===== src/rtl/stap_responder.sv =====
// Secondary-side STAP responder: 1149.1 TAP controller with IR, IDCODE,
// BYPASS and a USER register that drives the die-local configuration bus.
module stap_responder #(
  parameter int                IR_W       = 4,
  parameter int                USER_W     = 8,
  parameter logic [31:0]       IDCODE_VAL = 32'h1000_0A8D,
  parameter logic [IR_W-1:0]   OPC_IDCODE = 4'b0010,
  parameter logic [IR_W-1:0]   OPC_USER   = 4'b1000,
  parameter logic [IR_W-1:0]   OPC_BYPASS = 4'b1111
) (
  input  logic              STCK,
  input  logic              SRST,
  input  logic              STMS,
  input  logic              STDI,
  output logic              STDO,
  output logic              STDO_EN,
  output logic [USER_W-1:0] USER_REG,
  output logic [3:0]        TAP_STATE
);

  typedef enum logic [3:0] {
    TLR    = 4'h0, RTI    = 4'h1, SEL_DR = 4'h2, CAP_DR = 4'h3,
    SH_DR  = 4'h4, EX1_DR = 4'h5, PAU_DR = 4'h6, EX2_DR = 4'h7,
    UPD_DR = 4'h8, SEL_IR = 4'h9, CAP_IR = 4'hA, SH_IR  = 4'hB,
    EX1_IR = 4'hC, PAU_IR = 4'hD, EX2_IR = 4'hE, UPD_IR = 4'hF
  } tap_state_t;

  typedef enum logic [1:0] {SEL_ID, SEL_USER, SEL_BYP} dr_sel_t;

  tap_state_t        state, nxt;
  dr_sel_t           sel;
  logic [IR_W-1:0]   ir, ir_sr;
  logic [31:0]       id_sr;
  logic [USER_W-1:0] user_sr;
  logic              byp_sr;

  assign TAP_STATE = state;

  always_comb begin
    nxt = state;
    unique case (state)
      TLR:            nxt = STMS ? TLR    : RTI;
      RTI:            nxt = STMS ? SEL_DR : RTI;
      SEL_DR:         nxt = STMS ? SEL_IR : CAP_DR;
      CAP_DR, SH_DR:  nxt = STMS ? EX1_DR : SH_DR;
      EX1_DR:         nxt = STMS ? UPD_DR : PAU_DR;
      PAU_DR:         nxt = STMS ? EX2_DR : PAU_DR;
      EX2_DR:         nxt = STMS ? UPD_DR : SH_DR;
      UPD_DR, UPD_IR: nxt = STMS ? SEL_DR : RTI;
      SEL_IR:         nxt = STMS ? TLR    : CAP_IR;
      CAP_IR, SH_IR:  nxt = STMS ? EX1_IR : SH_IR;
      EX1_IR:         nxt = STMS ? UPD_IR : PAU_IR;
      PAU_IR:         nxt = STMS ? EX2_IR : PAU_IR;
      EX2_IR:         nxt = STMS ? UPD_IR : SH_IR;
      default:        nxt = TLR;
    endcase
  end

  // Undefined opcodes fall through to the 1-bit bypass register.
  always_comb begin
    sel = SEL_BYP;
    case (ir)
      OPC_IDCODE: sel = SEL_ID;
      OPC_USER:   sel = SEL_USER;
      OPC_BYPASS: sel = SEL_BYP;
      default:    sel = SEL_BYP;
    endcase
  end

  always_ff @(posedge STCK or posedge SRST) begin
    if (SRST) begin
      state    <= TLR;
      ir       <= OPC_IDCODE;
      ir_sr    <= '0;
      id_sr    <= '0;
      user_sr  <= '0;
      byp_sr   <= 1'b0;
      USER_REG <= '0;
      STDO     <= 1'b0;
      STDO_EN  <= 1'b0;
    end else begin
      state   <= nxt;
      STDO    <= 1'b0;
      STDO_EN <= 1'b0;
      case (state)
        CAP_IR: ir_sr <= IR_W'(4'b0101);
        SH_IR: begin
          STDO    <= ir_sr[0];
          STDO_EN <= 1'b1;
          ir_sr   <= {STDI, ir_sr[IR_W-1:1]};
        end
        UPD_IR: ir <= ir_sr;
        CAP_DR: begin
          case (sel)
            SEL_ID:   id_sr   <= IDCODE_VAL;
            SEL_USER: user_sr <= USER_REG;
            default:  byp_sr  <= 1'b0;
          endcase
        end
        SH_DR: begin
          STDO_EN <= 1'b1;
          case (sel)
            SEL_ID: begin
              STDO  <= id_sr[0];
              id_sr <= {STDI, id_sr[31:1]};
            end
            SEL_USER: begin
              STDO    <= user_sr[0];
              user_sr <= {STDI, user_sr[USER_W-1:1]};
            end
            default: begin
              STDO   <= byp_sr;
              byp_sr <= STDI;
            end
          endcase
        end
        UPD_DR: if (sel == SEL_USER) USER_REG <= user_sr;
        default: ;
      endcase
      // Any path into TLR reselects IDCODE; UPD_IR can never lead there.
      if (nxt == TLR) ir <= OPC_IDCODE;
    end
  end

endmodule


===== config.mk =====
export PLATFORM = sky130hd
export DESIGN_NAME = stap_responder
export DESIGN_NICKNAME = d
export VERILOG_FILES = /design/src/rtl/stap_responder.sv
export SDC_FILE = /design/constraint.sdc
export NUM_CORES = 1
export LEC_CHECK = 0
export BUFFER_PORTS_ARGS = -buffer_cell sky130_fd_sc_hd__buf_4
export CELL_PAD_IN_SITES_DETAIL_PLACEMENT = 1
export CELL_PAD_IN_SITES_GLOBAL_PLACEMENT = 1
export CORE_MARGIN = 5
export CORE_UTILIZATION = 40
export DETAILED_ROUTE_END_ITERATION = 16
export PLACE_DENSITY_LB_ADDON = 0.1
export SLEW_MARGIN = 20
export SYNTH_ARGS = -nofsm -noshare
export SYNTH_HDL_FRONTEND = slang
export SYNTH_SLANG_ARGS = --single-unit

===== constraint.sdc =====
create_clock -name STCK -period 4.1 [get_ports STCK]
set_input_delay 0.41 -clock STCK [delete_from_list [all_inputs] [get_ports STCK]]
set_output_delay 0.41 -clock STCK [all_outputs]
set_load 0.01 [all_outputs]

==> reports/qor.log, run 1 <==
qor: run_status.outcome complete, no violations
qor: route.initialDrtViolationCount 121
qor: synthesis.synth.net_count 228
qor: global_routing.grt_pass1_vias 1,927
qor: die.boundaryPins 18
qor: finish.postLayoutCellArea 0.003040 mm^2
qor: timing.timing.clock.skew 0.005666 ns
qor: clock_network.cts-root-buf clkbuf_8
qor: place.gpl.final_weighted_congestion 0.7344
qor: critical_path.worst_path_largest_cell_delay 0.88 ns
qor: power.irDropWorstVdd 0.2971 mV
qor: clock_network.cts.repair_timing.setup_buffer_count 0
qor: clock_network.clk_pin_slew_worst_paths 0.07 ns
qor: timing.layout_worst_path_cycle_share 0.6582
qor: critical_path.worst_path_dominant_cell_family simple AND/OR/NAND/NOR gates
qor: power.switching_power 719.0 uW
qor: synthesis.synth-async-reset-ratio 1.000
qor: timing.finalSetupViolations 0
qor: route.detail_route.vias_per_cell 5.455
qor: run.max_cap_viol_count 0
qor: die.die_x 91.57 um
qor: finish.area_growth 14.25%
qor: place.dp.final_hpwl 3661 um
qor: power.share_seq_of_total_power 0.456
qor: critical_path.crit_path_cell_trace nor4b_4 > nor2_1 > or2_1 > a22o_1
qor: synthesis.synth-edff-count 0
qor: timing.unrepaired_setup_endpoints_after_global_routing no
qor: hold_path.timing.hold.worst.class in2async
qor: clock_network.cts-resized-gates 0
qor: power.power_leakage 0.001414 uW
qor: clock_network.cts.path.max_buffers 2
qor: route.detail-route-antenna-nets 0
qor: clock_network.cts_num_sinks 63
qor: global_routing.antenna_found_initial 0
qor: place.detailed_place.area 0.002814 mm^2
qor: die.core_box_area 0.006422 mm^2
qor: finish.final_layout_net_count 245
qor: clock_network.ctsHoldBuffers 0
qor: critical_path.crit_end_element flip-flop
qor: global_routing.grt_max_degree 40
qor: critical_path.critical_path.startpoint_type flip-flop
qor: clock_network.tritoncts built
qor: power.combPwrFrac 0.263
qor: synthesis.yosys_warnings 0
qor: critical_path.worst_setup_path_startpoint TAP_STATE[0]
qor: timing.final_period_minus_worst_setup_slack 2.698 ns
qor: die.dieHeight 91.57 um
qor: power.power.density 688.9 mW/mm^2
qor: critical_path.critPathKind reg2reg
qor: synthesis.mappedNetlistArea 0.002661 mm^2
qor: power.p_sw_frac 0.3433
qor: synthesis.netlist-cell-type-count 38
qor: clock_network.clk_latency 0.33 ns
qor: critical_path.worst_path_max_delay_cell nor4b_4
qor: finish.n_fill_cell 673
qor: route.wl_per_cell 17.14 um
qor: timing.max_freq 370.6 MHz
qor: critical_path.critical_path_arrival 2.92 ns
qor: finish.diodes_inserted 0
qor: synthesis.synth_sequential_area_ratio 0.5929
qor: timing.hold-worst-slack 0.1059 ns
qor: route.totalWireLength 5536 um
qor: critical_path.regToRegStartpoint TAP_STATE[0]
qor: synthesis.syn-mean-instance-area 11.88 um^2
qor: die.placementRows 29
qor: critical_path.cp_data_required_time 4.32 ns
qor: synthesis.post_synth_top_flop dfrtp_1
qor: finish.layout-drive-gt1-share 0.1951
qor: die.design.die.area 0.008384 mm^2
qor: global_routing.total_congestion_overflow_after_global_routing 0
qor: global_routing.wire_length_of_the_first_global_routing_pass 9632 um
qor: route.vias 1,762
qor: clock_network.tritoncts.num_buffers 9
qor: critical_path.worstPathMaxFanout 25
qor: timing.final.setup.tns 0 ns
qor: timing.finalHoldViolCount 0
qor: synthesis.yosys_register_bits 63
qor: clock_network.depth_of_the_cts_h_tree 3
qor: power.cellInternalPower 1375 uW
qor: place.portBuffers 17
qor: route.drt_drc 0
qor: critical_path.worstPathBufferInverterCount 0
qor: die.floorplan.initialDensity 0.4144
qor: timing.worst-slew-pin-transition 0.8871 ns
qor: power.p_clk_frac 0.281
qor: timing.timing.final.max_slew_violations 0
qor: timing.relSlewSlack 0.4061
qor: route.drtPass1Iterations 4
qor: global_routing.globalRouteTotalUtil 0.1443
qor: synthesis.synthCells 224
## final timing paths
| check | slack (ns) | to | cells after the start |
|---|---|---|---|
| setup / recovery | 1.40 | id_sr[5] | 4 |
| hold / removal | 0.11 | user_sr[3] | 2 |
| setup reg to reg | 1.40 | id_sr[5] | 4 |
| hold reg to reg | 0.50 | id_sr[9] | 1 |
| max in group asynchronous | 3.11 | STDO | 3 |
| min in group STCK | 0.38 | ir_sr[3] | 3 |
## synth_stat cells, types with 2 or more instances
cell,number,area [um^2]
nand2_1,23,86.33
nand4_1,2,12.51
o22a_1,7,61.31
nor2_1,9,33.78
buf_6,4,45.04
clkbuf_1,7,26.28
o21ai_0,20,100.1
nor2b_1,7,43.79
a21oi_1,5,25.02
dfrtp_1,62,1551
buf_2,3,15.01
nand3_1,3,15.01
mux2_2,8,90.09
mux2i_1,10,100.1
o211ai_1,2,15.01
nand2b_1,3,18.77
a22oi_1,2,15.01
inv_1,4,15.01
a22o_1,24,210.2
## routing by layer
metal / global-route usage / up-vias / share of wire
met1: 0.1908 / 893 / 0.48
met3: 0.04463 / 5 / 0.027
met4: 0.04523 / 0 / 0.0083
met5: 0 / - / 0
met2: 0.2270 / 20 / 0.48
li1: - / 844 / -
## cell families (layout without fill, tap and decap cells)
group           after synthesis  in the layout  share of synthesized area
xor+xnor                      1              1                   0.003292
mux                          18             18                    0.07147
buf+inv                      18             40                    0.03808
compound gates               69             69                     0.1876
simple gates                 55             55                     0.1067
flops                        63             63                     0.5929
## area by class of cell
type / count / area [um^2] / share of cell area
flip-flops and latches: 63 / 1578 / 0.5189
multi-input cells: 143 / 982.2 / 0.3230
repair buffers: 20 / 147.6 / 0.04856
clock buffers: 9 / 123.9 / 0.04074
clock inverters: 7 / 97.59 / 0.03210
well taps: 77 / 96.34 / 0.03169
inverters: 4 / 15.01 / 0.004938
## power by group through the flow
| stage | Sequential (uW) | Clock (uW) | Combinational (uW) |
|---|---|---|---|
| floorplan | 879 | 0 | 495 |
| global placement | 951 | 0 | 527 |
| detailed placement | 962 | 0 | 555 |
| CTS | 954 | 606 | 559 |
| global route | 980 | 636 | 617 |
| finish | 955 | 589 | 551 |
## worst register-to-register path: stages (launching register included)
cell,delay (ns)
dfrtp_1,0.63
nor4b_4,0.88
nor2_1,0.18
or2_1,0.57
a22o_1,0.33
## state kept, by name, indices dropped and copies added, names as in the netlist
signal,flops
id_sr,32
USER_REG,8
user_sr,8
TAP_STATE,4
ir,4
ir_sr,4
STDO,1
STDO_EN,1
byp_sr,1
## cell usage in the layout, fill, tap and decap left out, types with 2 or more instances in the layout
| cell | Yosys | final |
|---|---|---|
| clkinvlp_4 | 0 | 2 |
| o211ai_1 | 2 | 2 |
| clkbuf_8 | 0 | 9 |
| o21ai_0 | 20 | 20 |
| nand2b_1 | 3 | 3 |
| a22o_1 | 24 | 24 |
| nand4_1 | 2 | 2 |
| nand3_1 | 3 | 3 |
| o22a_1 | 7 | 7 |
| buf_4 | 0 | 19 |
| inv_1 | 4 | 3 |
| mux2i_1 | 10 | 10 |
| a21oi_1 | 5 | 5 |
| clkinv_4 | 0 | 2 |
| bufinv_16 | 0 | 2 |
| dfrtp_1 | 62 | 62 |
| nand2_1 | 23 | 23 |
| nor2b_1 | 7 | 7 |
| mux2_2 | 8 | 8 |
| nor2_1 | 9 | 9 |
| a22oi_1 | 2 | 2 |
## metrics by stage
stage | setup WS [ns] | utilization | total power (uW) | instances
3_5_place_dp | 1.422 | 0.4381 | 1517 | 306
6_report | 1.402 | 0.4734 | 2095 | 323
3_3_place_gp | 1.511 | 0.4381 | 1478 | 306
4_1_cts | 1.419 | 0.4726 | 2120 | 322
5_1_grt | 1.185 | 0.4734 | 2233 | 323
2_1_floorplan | 2.122 | - | 1374 | 224
Note: power is estimated with default switching activity, not from simulation.
==> inputs of run 2 (changes only) <==
- clock period: 4.1 -> 2.6 ns (I/O delays scaled with it)
==> run 2 against run 1 <==
Against the previous run: largest power group unchanged; cell count increased by 0.31%; clock skew shrank 0.0012 ns; sequential share of layout area grew 0.69 points; critical endpoint is now id_sr[18]; final area down 1.3%; first-iteration DRC count fell by 28%; maximum frequency grew 22%; non-clock buffer count rose by 2; total power increased by 49%; critical path type unchanged; largest cell class unchanged.
==> reports/qor.log, run 2 (synthesis gave the netlist of run 1 again) <==
qor: run_status.outcome complete, no violations
qor: timing.final.setup.tns 0 ns
qor: clock_network.depth_of_the_cts_h_tree 3
qor: power.power_leakage 0.001406 uW
qor: clock_network.cts-root-buf clkbuf_8
qor: place.dp.final_hpwl 3578 um
qor: die.design.die.area 0.008384 mm^2
qor: critical_path.worst-r2r-cell-count 4
qor: power.irDropWorstVdd 0.5406 mV
qor: critical_path.cp_data_required_time 2.82 ns
qor: place.gpl.final_weighted_congestion 0.7649
qor: timing.max_freq 452.2 MHz
qor: finish.postLayoutCellArea 0.003000 mm^2
qor: timing.relSlewSlack 0.3400
qor: critical_path.worst_path_largest_cell_delay 0.64 ns
qor: critical_path.crit_path_cell_trace nor4bb_1 > nor2_1 > or2_1 > a22o_1
qor: finish.mostFrequentLayoutCell dfrtp_1
qor: place.detailed_place.area 0.002836 mm^2
qor: timing.timing.final.max_slew_violations 0
qor: timing.layout_worst_path_cycle_share 0.8505
qor: clock_network.cts-resized-gates 0
qor: route.detail-route-antenna-nets 0
qor: global_routing.grt_pass1_vias 1,909
qor: clock_network.ctsHoldBuffers 0
qor: finish.n_fill_cell 701
qor: finish.area_growth 12.74%
qor: finish.final_core_util 0.4672
qor: timing.final.setup.worst_slack 0.3887 ns
qor: timing.unrepaired_setup_endpoints_after_global_routing no
qor: critical_path.r2r_setup_slack 0.39 ns
qor: power.power.density 1042 mW/mm^2
qor: timing.worst-slew-pin-transition 0.9857 ns
qor: route.initialDrtViolationCount 87
qor: critical_path.regToRegStartpoint TAP_STATE[1]
qor: timing.timing.clock.skew 0.004501 ns
qor: finish.largest_reg_flops 32
qor: place.portBuffers 17
qor: finish.area_of_the_multi_input_gates 982.2 um^2
qor: finish.final_cell_count_no_fill 324
qor: die.placementRows 29
qor: global_routing.wire_length_of_the_first_global_routing_pass 9315 um
qor: finish.reg.largest.list id_sr x32, USER_REG x8, user_sr x8
qor: finish.regArea 0.001578 mm^2
qor: route.detail_route.vias_per_cell 5.546
qor: critical_path.critPathKind reg2reg
qor: critical_path.worst_path_max_delay_cell dfrtp_1
qor: clock_network.tritoncts.num_buffers 9
qor: critical_path.critical_path_arrival 2.43 ns
qor: critical_path.crit_end_element flip-flop
qor: die.die_x 91.57 um
qor: run.max_cap_viol_count 0
qor: finish.layout-drive-gt1-share 0.1943
qor: place.place_ws 0.3912 ns
qor: critical_path.critical_path.startpoint_type flip-flop
qor: global_routing.antenna_found_initial 0
qor: timing.finalHoldViolCount 0
qor: finish.diodes_inserted 0
qor: global_routing.grt_max_degree 64
qor: critical_path.regToRegEndpoint id_sr[18]
qor: clock_network.clk_latency 0.33 ns
qor: die.dieHeight 91.57 um
qor: die.floorplan.initialDensity 0.4144
qor: finish.max_flop_register id_sr
qor: clock_network.clk_pin_slew_worst_paths 0.07 ns
qor: route.drtPass1Iterations 4
qor: route.vias 1,797
qor: clock_network.tritoncts built
qor: critical_path.worstPathMaxFanout 25
qor: timing.finalSetupViolations 0
qor: clock_network.cts_num_sinks 63
qor: finish.final_cell_mix dfrtp_1 (62), a22o_1 (24), nand2_1 (23)
qor: hold_path.timing.hold.worst.class in2async
qor: route.wl_per_cell 16.94 um
qor: route.drt_drc 0
qor: clock_network.cts.path.max_buffers 2
qor: global_routing.globalRouteTotalUtil 0.1388
qor: route.totalWireLength 5488 um
qor: clock_network.cts.repair_timing.setup_buffer_count 0
qor: die.core_box_area 0.006422 mm^2
qor: place.dp.cells 309
qor: global_routing.total_congestion_overflow_after_global_routing 0
qor: timing.final_period_minus_worst_setup_slack 2.211 ns
qor: die.boundaryPins 18
qor: finish.final_layout_net_count 247
[run 2: changes by cell type in the layout (fill, tap and decap cells not counted), moves of 2 or more]
cell       before  now
bufinv_16       2    0
clkinv_4        2    0
clkinv_2        1    3
buf_4          19   22
[run 2: where the power goes]
group	total, uW	internal (uW)	switching, uW	leakage, uW
clock	729	362	368	0.0000850
combinational	966	428	538	0.000493
sequential	1430	1230	206	0.000828
[run 2: worst max-delay path, delay by kind of cell, from the launching register on]
kind	cells	cell delay (ns)
compound gates	1	0.31
flops	1	0.64
simple gates	3	1.14
[run 2: area by class of cell]
class,count,area share
Clock buffer,11,0.04712
Clock inverter,4,0.007506
Inverter,4,0.005004
Multi-Input combinational cell,143,0.3274
Sequential cell,63,0.5259
Tap cell,77,0.03211
Timing Repair Buffer,22,0.05505
[run 2: metrics by stage]
stage | power (uW) | hold slack (ns)
5_1_grt | 3333 | 0.2168
3_5_place_dp | 2421 | 0.4839
4_1_cts | 3178 | 0.1766
2_1_floorplan | 2167 | 0.4048
3_3_place_gp | 2363 | 0.4647
6_report | 3126 | 0.1516
[run 2: layer usage]
metal	vias up	routed length, um	global-route usage	part of all wire
met4	0	70	0.04523	0.013
met3	7	167	0.05041	0.030
met1	925	2616	0.1812	0.48
met5	-	0	0	0
li1	849	-	-	-
met2	16	2634	0.2142	0.48
[run 2: worst max path at each step]
stage / end / depth (start not counted) / start / slack (ns)
after global routing: user_sr[3] / 4 / TAP_STATE[2] / 0.17
final: id_sr[18] / 4 / TAP_STATE[1] / 0.39
after global placement: id_sr[1] / 4 / TAP_STATE[1] / 0.45
after floorplan: STDO / 1 / SRST / 0.77
after detailed placement: user_sr[0] / 4 / TAP_STATE[2] / 0.39
after CTS: id_sr[18] / 4 / TAP_STATE[1] / 0.36
==> inputs of run 3 (changes only) <==
- PLACE_DENSITY: unset -> 0.78
- PLACE_DENSITY_LB_ADDON: 0.1 -> unset
- clock period: 2.6 -> 2.05 ns (I/O delays scaled with it)
==> run 3 against run 2 <==
Against the previous run: wire length grew 4.7%; clock skew up 0.0019 ns; sequential power rose by 24%; core utilization increased by 1.4 points; largest power group unchanged.
==> reports/qor.log, run 3 (synthesis gave the netlist of run 1 again) <==
qor: power.share_seq_of_total_power 0.423
qor: finish.largest_reg_flops 32
qor: critical_path.regToRegEndpoint id_sr[17]
qor: hold_path.timing.hold.worst.start STDI
qor: timing.finalSetupViolations 0
qor: power.fin_total_pwr 4183 uW
qor: finish.reg.largest.list id_sr x32, USER_REG x8, user_sr x8
qor: power.power_leakage 0.001449 uW
qor: critical_path.worst-r2r-cell-count 4
qor: finish.final_layout_net_count 253
qor: hold_path.timing.hold.worst.class in2reg
qor: die.floorplan.initialDensity 0.4144
qor: route.initialDrtViolationCount 65
qor: critical_path.critPathKind reg2reg
qor: timing.unrepaired_setup_endpoints_after_global_routing no
qor: finish.layout-drive-gt1-share 0.2205
qor: timing.worst-slew-pin-transition 0.5493 ns
qor: timing.final.setup.tns 0 ns
qor: critical_path.critical_path_arrival 2.12 ns
qor: route.wl_per_cell 17.36 um
qor: finish.diodes_inserted 0
qor: critical_path.crit_path_cell_trace nor2b_1 > nand2_1 > or2_2 > a22o_1
qor: route.detail_route.vias_per_cell 5.577
qor: power.p_sw_frac 0.3541
qor: critical_path.cp_data_required_time 2.28 ns
qor: clock_network.tritoncts.num_buffers 9
qor: route.drtPass1Iterations 4
qor: critical_path.regToRegStartpoint ir[1]
qor: hold_path.whs_endpoint ir_sr[3]
qor: timing.relSlewSlack 0.6324
qor: clock_network.cts-root-buf clkbuf_8
qor: global_routing.globalRouteTotalUtil 0.1511
qor: finish.final_cell_count_no_fill 331
qor: clock_network.tritoncts built
qor: critical_path.worstPathBufferInverterCount 0
qor: run_status.outcome complete, no violations
qor: power.p_clk_frac 0.257
qor: die.die_x 91.57 um
qor: finish.final_cell_mix dfrtp_1 (62), buf_4 (25), a22o_1 (24)
qor: global_routing.total_congestion_overflow_after_global_routing 0
qor: clock_network.clk_pin_slew_worst_paths 0.07 ns
qor: power.combPwrFrac 0.320
qor: critical_path.crit_end_element flip-flop
qor: place.dp.cells 313
qor: global_routing.grt_max_degree 45
qor: die.core_box_area 0.006422 mm^2
qor: global_routing.grt_pass1_vias 2,045
qor: power.power.density 1352 mW/mm^2
qor: route.vias 1,846
qor: timing.timing.clock.skew 0.006356 ns
qor: route.detail-route-antenna-nets 0
qor: die.placementRows 29
qor: critical_path.worstPathMaxFanout 25
qor: power.switching_power 1481 uW
qor: critical_path.r2r_setup_slack 0.16 ns
qor: clock_network.cts_num_sinks 63
qor: die.design.die.area 0.008384 mm^2
qor: finish.area_growth 16.22%
qor: critical_path.worst_path_largest_cell_delay 0.55 ns
qor: clock_network.depth_of_the_cts_h_tree 3
qor: die.boundaryPins 18
qor: timing.layout_worst_path_cycle_share 0.9224
qor: finish.max_flop_register id_sr
qor: route.drt_drc 0
qor: global_routing.antenna_found_initial 0
qor: hold_path.holdPathStages 3
qor: critical_path.worst_path_max_delay_cell dfstp_2
qor: timing.max_freq 528.8 MHz
qor: finish.mostFrequentLayoutCell dfrtp_1
qor: place.dp.final_hpwl 3469 um
qor: power.irDropWorstVdd 0.8573 mV
qor: run.max_cap_viol_count 0
qor: timing.final.setup.worst_slack 0.1590 ns
qor: critical_path.worst_path_dominant_cell_family simple AND/OR/NAND/NOR gates
qor: timing.timing.final.max_slew_violations 0
qor: die.dieHeight 91.57 um
qor: clock_network.clk_latency 0.34 ns
qor: place.gpl.final_weighted_congestion 0.7976
qor: critical_path.critical_path.startpoint_type flip-flop
qor: power.cellInternalPower 2702 uW
qor: timing.final_period_minus_worst_setup_slack 1.891 ns
qor: place.place_ws 0.1212 ns
qor: place.portBuffers 17
qor: clock_network.cts.path.max_buffers 2
qor: global_routing.wire_length_of_the_first_global_routing_pass 10,240 um
qor: route.totalWireLength 5745 um
qor: timing.finalHoldViolCount 0
run 3: worst max-delay path by stage:
stage | end | startpoint | depth (start not counted) | slack, ns
detailed placement | id_sr[27] | ir[1] | 4 | 0.12
global route | id_sr[30] | TAP_STATE[2] | 4 | 0.02
global placement | id_sr[29] | ir[1] | 4 | 0.16
floorplan | STDO | SRST | 1 | 0.28
CTS | id_sr[5] | ir[1] | 4 | 0.08
finish | id_sr[17] | ir[1] | 4 | 0.16
run 3: per-layer routing:
metal | part of all wire | global-route usage | vias up
li1 | - | - | 863
met1 | 0.47 | 0.2012 | 954
met2 | 0.49 | 0.2349 | 19
met3 | 0.025 | 0.04132 | 10
met4 | 0.016 | 0.05779 | 0
met5 | 0 | 0 | -
run 3: worst register-to-register path, stage by stage (launching register included):
cell and delay [ns]:
dfstp_2 0.55, nor2b_1 0.28, nand2_1 0.17, or2_2 0.52
a22o_1 0.26
run 3: cell type report:
type / instances / area [um^2]
fillers: 687 / 3329
flip-flops and latches: 63 / 1578
multi-input cells: 143 / 982.2
repair buffers: 28 / 225.2
clock buffers: 9 / 123.9
well taps: 77 / 96.34
clock inverters: 7 / 72.57
inverters: 4 / 15.01
run 3: power groups by stage:
stage / sequential (uW) / combinational (uW) / clock [uW]
2_1_floorplan: 1760 / 991 / 0
3_3_place_gp: 1770 / 1290 / 0
3_5_place_dp: 1790 / 1330 / 0
4_1_cts: 1770 / 1350 / 1100
5_1_grt: 1820 / 1500 / 1160
6_report: 1770 / 1340 / 1070
run 3: metrics by stage:
step | area [um^2] | util | hold WS (ns)
after floorplan | 2661 | - | 0.3498
after global placement | 2879 | 0.4483 | 0.2299
after detailed placement | 2879 | 0.4483 | 0.2442
after CTS | 3085 | 0.4804 | 0.1377
after global routing | 3093 | 0.4816 | 0.1694
final | 3093 | 0.4816 | 0.1478
run 3: repair_timing:
| action | in CTS | in global routing |
|---|---|---|
| gates resized for setup | 0 | 1 |
| endpoints found under the hold margin | 19 | 0 |
| setup endpoints to repair | 0 | 25 |
| setup buffers | 0 | 0 |
| hold buffers | 1 | 0 |
